$ cat config.mk
export PLATFORM = sky130hd
export DESIGN_NAME = sram_ctrl_128x20_flat
export DESIGN_NICKNAME = d
export VERILOG_FILES = /design/src/rtl/sram_ctrl_128x20_if.sv /design/src/rtl/sram_ctrl_128x20.sv /design/src/flat_wrapper.sv
export SDC_FILE = /design/constraint.sdc
export NUM_CORES = 1
export LEC_CHECK = 0
export ABC_AREA = 1
export BUFFER_PORTS_ARGS = -buffer_cell sky130_fd_sc_hd__buf_2
export CORE_AREA = 5 5 71 99
export CTS_BUF_LIST = sky130_fd_sc_hd__clkbuf_8
export DETAILED_ROUTE_END_ITERATION = 6
export DIE_AREA = 0 0 76 104
export PLACE_DENSITY = 0.8
export SLEW_MARGIN = 20
export SYNTH_ARGS = -nofsm -noshare
export SYNTH_HDL_FRONTEND = slang
export SYNTH_SLANG_ARGS = --single-unit
$ cat constraint.sdc
create_clock -name clk_i -period 1.3 [get_ports clk_i]
set_clock_uncertainty 0.15 [all_clocks]
set_input_delay 0 -clock clk_i [delete_from_list [all_inputs] [get_ports clk_i]]
set_output_delay 0 -clock clk_i [all_outputs]
set_load 0.03 [all_outputs]
$ cat src/rtl/sram_ctrl_128x20_if.sv
`default_nettype none
// ============================================================================
// Module   : sram_ctrl_128x20_if
// Purpose  : Request/response bus between a client and sram_ctrl_128x20.
//            Request side is valid/ready (fire = req_valid && req_ready);
//            response side is valid/ready with read data held until accepted.
// Signals  : req_valid/req_ready/req_wen/req_addr/req_wdata  - request
//            resp_valid/resp_ready/resp_rdata                - read response
// Modports : master (client), slave (controller)
// Revision : 1.0 - initial release
// ============================================================================
interface sram_ctrl_128x20_if #(
  parameter int ADDR_W = 7,
  parameter int DATA_W = 20
);
  logic              req_valid;
  logic              req_ready;
  logic              req_wen;
  logic [ADDR_W-1:0] req_addr;
  logic [DATA_W-1:0] req_wdata;
  logic              resp_valid;
  logic              resp_ready;
  logic [DATA_W-1:0] resp_rdata;

  modport master (
    output req_valid, req_wen, req_addr, req_wdata, resp_ready,
    input  req_ready, resp_valid, resp_rdata
  );

  modport slave (
    input  req_valid, req_wen, req_addr, req_wdata, resp_ready,
    output req_ready, resp_valid, resp_rdata
  );
endinterface
`default_nettype wire

$ cat src/rtl/sram_ctrl_128x20.sv
`default_nettype none
// ============================================================================
// Module   : sram_ctrl_128x20
// Purpose  : Request-side controller for a 128x20 single-port SRAM macro
//            (active-low CEB/WEB, 1-cycle read latency). Sweeps INIT_VALUE
//            into every word after reset, converts valid/ready requests into
//            macro strobes and holds read data until the consumer accepts it.
// Ports    : clk_i        - clock, all state on rising edge
//            rst_i        - synchronous active-high reset
//            bus          - request/response bus (slave modport)
//            init_done_o  - sweep finished, requests accepted
//            sram_ceb_o   - macro chip enable (active low)
//            sram_web_o   - macro write enable (active low)
//            sram_a_o     - macro address
//            sram_d_o     - macro write data
//            sram_q_i     - macro read data, valid the cycle after a read
// Revision : 1.0 - initial release
// ============================================================================
module sram_ctrl_128x20 #(
  parameter int                DEPTH      = 128,
  parameter int                ADDR_W     = 7,
  parameter int                DATA_W     = 20,
  parameter int                INIT_EN    = 1,
  parameter logic [DATA_W-1:0] INIT_VALUE = '0
) (
  input  wire logic              clk_i,
  input  wire logic              rst_i,
  sram_ctrl_128x20_if.slave      bus,
  output logic                   init_done_o,
  output logic                   sram_ceb_o,
  output logic                   sram_web_o,
  output logic [ADDR_W-1:0]      sram_a_o,
  output logic [DATA_W-1:0]      sram_d_o,
  input  wire logic [DATA_W-1:0] sram_q_i
);

  localparam logic [ADDR_W-1:0] LAST_ADDR = ADDR_W'(DEPTH - 1);

  typedef enum logic [0:0] {
    S_INIT = 1'b0,
    S_RUN  = 1'b1
  } state_t;

  state_t            state_q;
  logic [ADDR_W-1:0] cnt_q;
  logic              init_done_q;
  logic              resp_valid_q, resp_valid_d;
  logic              q_fresh_q,    q_fresh_d;
  logic [DATA_W-1:0] hold_q,       hold_d;
  logic [ADDR_W-1:0] a_q;
  logic [DATA_W-1:0] d_q;

  logic in_init;
  logic fire;
  logic rd_fire;

  assign in_init       = (state_q == S_INIT);
  assign bus.req_ready = !in_init && (!resp_valid_q || bus.resp_ready);
  assign fire          = bus.req_valid && bus.req_ready;
  assign rd_fire       = fire && !bus.req_wen;

  // Macro strobes: the sweep owns the macro during INIT; in RUN the macro is
  // touched only on fire, so an undefined Q is never captured. Address and
  // data keep their last driven value while idle to avoid needless toggling.
  always_comb begin
    sram_ceb_o = 1'b1;
    sram_web_o = 1'b1;
    sram_a_o   = a_q;
    sram_d_o   = d_q;
    if (in_init) begin
      sram_ceb_o = 1'b0;
      sram_web_o = 1'b0;
      sram_a_o   = cnt_q;
      sram_d_o   = INIT_VALUE;
    end else if (fire) begin
      sram_ceb_o = 1'b0;
      sram_web_o = !bus.req_wen;
      sram_a_o   = bus.req_addr;
      sram_d_o   = bus.req_wdata;
    end
  end

  // Response path. Q is only valid in the cycle right after the read strobe
  // (q_fresh); it is copied into the hold register at the end of that cycle
  // so stalled data stays stable however long the consumer waits.
  always_comb begin
    resp_valid_d = resp_valid_q;
    if (rd_fire) begin
      resp_valid_d = 1'b1;
    end else if (bus.resp_ready) begin
      resp_valid_d = 1'b0;
    end
    q_fresh_d = rd_fire;
    hold_d    = q_fresh_q ? sram_q_i : hold_q;
  end

  assign bus.resp_valid = resp_valid_q;
  assign bus.resp_rdata = q_fresh_q ? sram_q_i : hold_q;
  assign init_done_o    = init_done_q;

  always_ff @(posedge clk_i) begin
    if (rst_i) begin
      state_q      <= (INIT_EN != 0) ? S_INIT : S_RUN;
      init_done_q  <= (INIT_EN == 0);
      cnt_q        <= '0;
      resp_valid_q <= 1'b0;
      q_fresh_q    <= 1'b0;
      hold_q       <= '0;
      a_q          <= '0;
      d_q          <= '0;
    end else begin
      a_q          <= sram_a_o;
      d_q          <= sram_d_o;
      resp_valid_q <= resp_valid_d;
      q_fresh_q    <= q_fresh_d;
      hold_q       <= hold_d;
      case (state_q)
        S_INIT: begin
          cnt_q <= cnt_q + ADDR_W'(1);
          if (cnt_q == LAST_ADDR) begin
            state_q     <= S_RUN;
            init_done_q <= 1'b1;
          end
        end
        default: begin
          state_q <= S_RUN;
        end
      endcase
    end
  end

endmodule
`default_nettype wire

$ cat src/flat_wrapper.sv
// flat-port wrapper written by rule: the top's interface ports become plain ports
module sram_ctrl_128x20_flat 
#(
  parameter int                DEPTH      = 128,
  parameter int                ADDR_W     = 7,
  parameter int                DATA_W     = 20,
  parameter int                INIT_EN    = 1,
  parameter logic [DATA_W-1:0] INIT_VALUE = '0
)
  (clk_i, rst_i, init_done_o, sram_ceb_o, sram_web_o, sram_a_o, sram_d_o, sram_q_i, bus_req_valid, bus_req_wen, bus_req_addr, bus_req_wdata, bus_resp_ready, bus_req_ready, bus_resp_valid, bus_resp_rdata);
  sram_ctrl_128x20_if #(.ADDR_W(ADDR_W), .DATA_W(DATA_W)) bus_i ();
  input  wire logic clk_i;
  input  wire logic rst_i;
  output logic init_done_o;
  output logic sram_ceb_o;
  output logic sram_web_o;
  output logic [ADDR_W-1:0] sram_a_o;
  output logic [DATA_W-1:0] sram_d_o;
  input  wire logic [DATA_W-1:0] sram_q_i;
  input wire logic [$bits(bus_i.req_valid)-1:0] bus_req_valid;
  input wire logic [$bits(bus_i.req_wen)-1:0] bus_req_wen;
  input wire logic [$bits(bus_i.req_addr)-1:0] bus_req_addr;
  input wire logic [$bits(bus_i.req_wdata)-1:0] bus_req_wdata;
  input wire logic [$bits(bus_i.resp_ready)-1:0] bus_resp_ready;
  output wire logic [$bits(bus_i.req_ready)-1:0] bus_req_ready;
  output wire logic [$bits(bus_i.resp_valid)-1:0] bus_resp_valid;
  output wire logic [$bits(bus_i.resp_rdata)-1:0] bus_resp_rdata;
  assign bus_i.req_valid = bus_req_valid;
  assign bus_i.req_wen = bus_req_wen;
  assign bus_i.req_addr = bus_req_addr;
  assign bus_i.req_wdata = bus_req_wdata;
  assign bus_i.resp_ready = bus_resp_ready;
  assign bus_req_ready = bus_i.req_ready;
  assign bus_resp_valid = bus_i.resp_valid;
  assign bus_resp_rdata = bus_i.resp_rdata;
  sram_ctrl_128x20 #(.DEPTH(DEPTH), .ADDR_W(ADDR_W), .DATA_W(DATA_W), .INIT_EN(INIT_EN), .INIT_VALUE(INIT_VALUE)) u_core (.clk_i(clk_i), .rst_i(rst_i), .bus(bus_i), .init_done_o(init_done_o), .sram_ceb_o(sram_ceb_o), .sram_web_o(sram_web_o), .sram_a_o(sram_a_o), .sram_d_o(sram_d_o), .sram_q_i(sram_q_i));
endmodule
==> reports/metrics.cfg, run 1 <==
[placement]
place_congestion=0.848
pre_cts_ws_ps=-38.4
dpl-instance-area_mm2=0.00337
hpwl_after_detailed_placement_um=4810
port_buffers=103
dpl.cell_count=575

[routing]
ant_nets=0
post_drt_via_cell_ratio=5.12
drt_drc_violations_left=0
drt_wl_total_um=12700
drt_iter0_markers=241
drt_pre_antenna_iters=5
routedWlPerCell_um=18.4
num_vias=3523

[sta]
actual_slew_at_the_worst_max_slew_pin_ps=336
final_critical_delay_including_setup_and_external_delays_ps=1820
report.final.hold_viol_count=1
rsz_0062_raised_after_global_routing=yes
post-route-worst-setup-slack_ps=-517
worst_hold_slack_ps=-52.2
max_slew_headroom=0.776
totalNegativeSetupSlack_ps=-21720
final_max_slew_viol_count=0
fmax_mhz=550
final-setup-viol-count=77
layout_worst_path_cycle_share=1.40

[clocking]
cts_root_buf=sky130_fd_sc_hd__clkbuf_8
cts_sinks=58
clk_latency_ps=330
cts-htree-levels=3
cts_max_path_buffers=2
cts_tree=done
cts-hold-fix-buffers=34
clk_transition_reported_paths_ps=70
cts_made_buffers=9

[global_route]
grt_pass1_wl_um=16000
grt_antenna_before_repair=0
grt_max_degree=29
grt-ovfl-total=0
gr-usage-all-layers=0.252
grt_pass1_vias=3540

[critical_path]
crit_required_ps=1400
worstReg2RegEnd=u_core.d_q[2]$_SDFF_PP0_
critPathArrivalTime_ps=1920
timing_worst_setup_path_type=reg -> reg
ff2ff_path_depth=9
critPathMaxFanout=16
cp-end-kind=flop
worstSetupStartpointType=flop
reg2reg_from=u_core.bus.resp_valid$_SDFFE_PP0P_
r2r_slack_ps=-520

[synthesis]
yosys_warnings=0
combinational_family_with_the_most_area_after_synthesis=simple AND/OR/NAND/NOR gates
synthXorXnorAreaFrac=0.00323
synth_seq_area_share=0.428
synth-simple-area-share=0.329
synth.ff_latch_count=58
netlist.top_cell.by_area=sky130_fd_sc_hd__dfxtp_1
netlist.area_leader.share=0.428
mappedNetlistArea_mm2=0.00271
synth_cells=400
synth_area_leaders=sky130_fd_sc_hd__dfxtp_1 (43%), sky130_fd_sc_hd__inv_1 (12%), sky130_fd_sc_hd__nand2_1 (11%), sky130_fd_sc_hd__nor2_1 (8.6%), sky130_fd_sc_hd__nor2_2 (8.3%)
share_of_synthesized_cell_area_in_full_adder_half_adder_and_majority_cells=0.00461
syn_area_per_cell_um2=6.78
synth-compound-area-share=0.0711
postSynthNetCount=453
yosysUniqueCellTypes=23
post_synth_mux_area_share=0

[power_and_ir_drop]
share_clk_of_total_power=0.426
switchingPower_w=0.000918
power.combinational.fraction=0.096
power.switching_fraction=0.244
p_per_area_mw_per_mm2=727
p_int_w=0.00284
p_leak_nw=2.52
vdd_drop_max_uv=725
seq_power_share=0.478
fin_total_pwr_w=0.00376

[cells_and_area]
drive_above_1_share=0.543
layout_commonest_cell=sky130_fd_sc_hd__inv_1
final_cells=688
layout.cells.most_common_list=sky130_fd_sc_hd__inv_1 (67), sky130_fd_sc_hd__buf_4 (61), sky130_fd_sc_hd__buf_6 (56)
number_of_nets_in_the_final_layout=663
design_area_mm2=0.00517
register_area_mm2=0.00117
fillCellCount=280
area.growth.synth_to_final_pct=90.8
multi_input_area_mm2=0.00149

[die]
effective_utilization_at_floorplan=0.446
floorplan.die.height_um=104
dieArea_mm2=0.00790
rows=34
floorplan.core_area_mm2=0.00608
die_w_um=76
io-pin-count=104

[status]
run_status=complete, but fails checks
violations_in_the_final_reports=hold timing, setup timing

[hold_path]
hold_path_depth=4
min-delay-start=bus_req_addr[0]
holdCritPathClass=in -> reg
hold_end=u_core.a_q[0]$_SDFF_PP0_

[run]
max-cap-violations=0

synth_stat cells, drive strengths merged:
master / n
buf: 5
inv: 86
or2: 3
ha: 1
xor2: 1
nor2: 98
nand2: 83
dfxtp: 58
clkbuf: 12
o21bai: 1
nand4: 5
a21oi: 33
o21ai: 4
nand3: 10
flip-flops by register name (all words and copies together), names as in the netlist:
register,flops
u_core.init_done_o,1
u_core.a_q,7
u_core.q_fresh_q,1
u_core.cnt_q,7
u_core.d_q,20
u_core.state_q,1
u_core.hold_q,20
u_core.bus.resp_valid,1
worst max-delay path, stage by stage, from the launching register on:
cell and delay [ps]:
sky130_fd_sc_hd__dfxtp_4 360, sky130_fd_sc_hd__nand2_4 80, sky130_fd_sc_hd__nand3_4 130, sky130_fd_sc_hd__buf_12 200, sky130_fd_sc_hd__nor2_1 190, sky130_fd_sc_hd__nor2_4 80
sky130_fd_sc_hd__buf_4 140, sky130_fd_sc_hd__buf_4 120, sky130_fd_sc_hd__buf_4 140, sky130_fd_sc_hd__nor2_1 130
per-layer routing:
layer  share of wire  GRT usage  up-vias  wire length (um)
li1                -          -     1591                 -
met1            0.33      0.227     1645              4140
met2            0.54      0.491      210              6890
met3           0.049     0.0494       77               623
met4           0.081      0.164        0              1030
met5               0          0        -                 0
power by group through the flow:
stage               clock, W  combinational [W]  sequential (W)
floorplan                  0          0.0000910         0.00183
global placement           0           0.000208         0.00183
detailed placement         0           0.000213         0.00183
CTS                  0.00158           0.000313         0.00179
global route         0.00168           0.000389         0.00180
finish               0.00160           0.000362         0.00180
worst max path at each step:
stage                     depth (start not counted)                  endpoint  slack (ps)                               start
after CTS                                        10  u_core.d_q[0]$_SDFF_PP0_        -360  u_core.bus.resp_valid$_SDFFE_PP0P_
after global routing                              9  u_core.d_q[2]$_SDFF_PP0_        -550  u_core.bus.resp_valid$_SDFFE_PP0P_
final                                             9  u_core.d_q[2]$_SDFF_PP0_        -520  u_core.bus.resp_valid$_SDFFE_PP0P_
after global placement                            4        bus_resp_rdata[16]         -40         u_core.q_fresh_q$_SDFF_PP0_
after floorplan                                   7  u_core.a_q[1]$_SDFF_PP0_         -40  u_core.bus.resp_valid$_SDFFE_PP0P_
after detailed placement                          7               sram_a_o[1]         -40           u_core.state_q$_SDFF_PP0_
repair_timing:
action | 4_1_cts | 5_1_grt
setup buffers | 48 | 15
hold endpoints to repair | 37 | 1
gates resized for setup | 171 | 69
cloned | 5 | 0
pin swaps | 40 | 44
endpoints found under the setup margin | 57 | 82
stage by stage:
stage,utilization,hold WS [ps]
after floorplan,-,-46.0
after global placement,0.555,123
after detailed placement,0.555,129
after CTS,0.797,-95.3
after global routing,0.850,-41.3
final,0.850,-52.2
final cells by class:
class,instances,area share
sequential,58,0.227
tap,72,0.0174
inverter,86,0.0636
timing repair inverter,3,0.00435
clock inverter,7,0.0119
multi-input combinational,239,0.288
timing repair buffer,213,0.363
antenna,1,0.000484
clock buffer,9,0.0239
logic make-up (layout without fill, tap and decap cells):
logic type / Yosys count / after routing
DFF: 58 / 58
and+or+nand+nor: 199 / 199
buffers and inverters: 103 / 318
other: 0 / 1
AOI/OAI and AO/OA: 38 / 38
xor gates and xnor gates: 1 / 1
adders and majority gates: 1 / 1
Note: power is estimated with default switching activity, not from simulation.
==> inputs of run 2 (changes only) <==
--- a/config.mk
+++ b/config.mk
@@ -11,7 +11,7 @@
 export CTS_BUF_LIST = sky130_fd_sc_hd__clkbuf_8
 export DETAILED_ROUTE_END_ITERATION = 6
 export DIE_AREA = 0 0 76 104
-export PLACE_DENSITY = 0.8
+export PLACE_DENSITY = 0.78
 export SLEW_MARGIN = 20
 export SYNTH_ARGS = -nofsm -noshare
 export SYNTH_HDL_FRONTEND = slang
==> run 2 against run 1 <==
  * Largest cell class unchanged
  * Via count grew 8.8%
  * Fmax grew 0.33%
  * The run still ends with hold timing, setup timing left
  * Die area is the same
  * Critical endpoint is now sram_d_o[6]
  * Critical path type is now reg -> out
  * Clock power grew 24%
==> reports/metrics.cfg, run 2 (synthesis gave the netlist of run 1 again) <==
[status]
run_status=complete, but fails checks
violations_in_the_final_reports=hold timing, setup timing

[clocking]
clk_transition_reported_paths_ps=90
clk_latency_ps=370
cts-hold-fix-buffers=41
cts_made_buffers=9
cts-htree-levels=3
cts_sinks=58
cts_tree=done
cts_root_buf=sky130_fd_sc_hd__clkbuf_8
cts_max_path_buffers=2

[hold_path]
min-delay-start=bus_req_addr[0]
hold_path_depth=4
hold_end=u_core.a_q[0]$_SDFF_PP0_
holdCritPathClass=in -> reg

[power_and_ir_drop]
fin_total_pwr_w=0.00420
p_leak_nw=2.66
p_per_area_mw_per_mm2=747
seq_power_share=0.428
share_clk_of_total_power=0.472
power.switching_fraction=0.262
power.combinational.fraction=0.100
p_int_w=0.00310
switchingPower_w=0.00110
vdd_drop_max_uv=796

[global_route]
grt-ovfl-total=0
grt_antenna_before_repair=0
gr-usage-all-layers=0.275
grt_max_degree=35
grt_pass1_vias=3517
grt_pass1_wl_um=17400

[placement]
hpwl_after_detailed_placement_um=4800
dpl-instance-area_mm2=0.00340
place_congestion=0.807
dpl.cell_count=577
port_buffers=103
pre_cts_ws_ps=-69.3

[die]
io-pin-count=104
rows=34
floorplan.core_area_mm2=0.00608
floorplan.die.height_um=104
dieArea_mm2=0.00790
effective_utilization_at_floorplan=0.446
die_w_um=76

[routing]
drt_drc_violations_left=0
routedWlPerCell_um=23.2
post_drt_via_cell_ratio=5.65
drt_iter0_markers=421
num_vias=3833
ant_nets=0
drt_pre_antenna_iters=5
drt_wl_total_um=15700

[sta]
final_max_slew_viol_count=0
totalNegativeSetupSlack_ps=-23010
report.final.hold_viol_count=2
post-route-worst-setup-slack_ps=-511
rsz_0062_raised_after_global_routing=yes
final_critical_delay_including_setup_and_external_delays_ps=1810
worst_hold_slack_ps=-20.7
max_slew_headroom=0.638
fmax_mhz=552
final-setup-viol-count=92
layout_worst_path_cycle_share=1.39
actual_slew_at_the_worst_max_slew_pin_ps=543

[critical_path]
critPathMaxFanout=6
crit_required_ps=1150
reg2reg_from=u_core.bus.resp_valid$_SDFFE_PP0P_
ff2ff_path_depth=9
critPathArrivalTime_ps=1660
worstReg2RegEnd=u_core.d_q[12]$_SDFF_PP0_
timing_worst_setup_path_type=reg -> out
cp-end-kind=output pin
r2r_slack_ps=-440
worstSetupStartpointType=flop

[run]
max-cap-violations=0

[cells_and_area]
area.growth.synth_to_final_pct=108
antenna_cells_inserted=0
layout.cells.most_common_list=sky130_fd_sc_hd__buf_6 (66), sky130_fd_sc_hd__inv_1 (62), sky130_fd_sc_hd__buf_2 (54)
drive_above_1_share=0.606
biggestRegsByFlops=u_core.d_q x20, u_core.hold_q x20
final_cells=679
number_of_nets_in_the_final_layout=655
design_area_mm2=0.00563
layout_commonest_cell=sky130_fd_sc_hd__buf_6

## run 2: cell count changes in the layout (fill, tap and decap cells not counted), moves of 8 or more
| cell | previous run | this run |
|---|---|---|
| sky130_fd_sc_hd__nand2_2 | 41 | 32 |
| sky130_fd_sc_hd__nor2_2 | 27 | 35 |
| sky130_fd_sc_hd__buf_6 | 56 | 66 |
| sky130_fd_sc_hd__a21oi_2 | 0 | 11 |
| sky130_fd_sc_hd__nand2_1 | 40 | 19 |
| sky130_fd_sc_hd__nand2_4 | 1 | 29 |
| sky130_fd_sc_hd__buf_4 | 61 | 32 |
| sky130_fd_sc_hd__a21oi_1 | 33 | 22 |
## run 2: worst max-delay path: stages, from the launching register on
cell and delay, ps:
sky130_fd_sc_hd__dfxtp_4 360, sky130_fd_sc_hd__nand2_4 70, sky130_fd_sc_hd__nand3_4 120, sky130_fd_sc_hd__nand2_8 150, sky130_fd_sc_hd__buf_12 140, sky130_fd_sc_hd__nor2_2 50, sky130_fd_sc_hd__nor2_2 170, sky130_fd_sc_hd__inv_2 70
sky130_fd_sc_hd__buf_6 140
## run 2: worst max-delay path by stage
| stage | startpoint | to | slack (ps) | cells past startpoint |
|---|---|---|---|---|
| floorplan | u_core.bus.resp_valid$_SDFFE_PP0P_ | u_core.a_q[1]$_SDFF_PP0_ | -40 | 7 |
| global placement | u_core.state_q$_SDFF_PP0_ | sram_d_o[10] | -7 | 7 |
| detailed placement | u_core.cnt_q[0]$_SDFFE_PP0N_ | u_core.cnt_q[6]$_SDFFE_PP0N_ | -70 | 6 |
| CTS | u_core.bus.resp_valid$_SDFFE_PP0P_ | sram_d_o[17] | -360 | 8 |
| global route | u_core.bus.resp_valid$_SDFFE_PP0P_ | sram_d_o[17] | -560 | 8 |
| finish | u_core.bus.resp_valid$_SDFFE_PP0P_ | sram_d_o[6] | -510 | 8 |
## run 2: power by group through the flow
stage | Sequential [W] | Combinational [W] | Clock (W)
after floorplan | 0.00183 | 0.0000910 | 0
after global placement | 0.00184 | 0.000199 | 0
after detailed placement | 0.00184 | 0.000201 | 0
after CTS | 0.00179 | 0.000324 | 0.00183
after global routing | 0.00180 | 0.000436 | 0.00205
final | 0.00180 | 0.000419 | 0.00199
## run 2: metrics by stage
stage                     hold slack (ps)   util
final                               -20.7  0.926
after global placement                122  0.559
after CTS                           -99.5  0.826
after floorplan                     -46.0      -
after detailed placement              132  0.559
after global routing                -6.50  0.926
## run 2: per-layer routing
| layer | GRT usage | share of wire |
|---|---|---|
| met4 | 0.174 | 0.088 |
| met5 | 0 | 0 |
| met1 | 0.263 | 0.32 |
| met2 | 0.511 | 0.52 |
| met3 | 0.0650 | 0.072 |
## run 2: repair_timing
item	4_1_cts	5_1_grt
setup buffers	29	19
cloned	6	1
endpoints found under the hold margin	53	2
endpoints found under the setup margin	59	88
pin swaps	14	34
gates resized for setup	197	139
## run 2: final cells by class
class / count / area [um^2]
clock buffers: 10 / 138
multi-input cells: 239 / 1800
well taps: 72 / 90.1
repair buffers: 208 / 2000
inverters: 86 / 343
fillers: 176 / 452
flip-flops and latches: 58 / 1180
clock inverters: 6 / 81.3
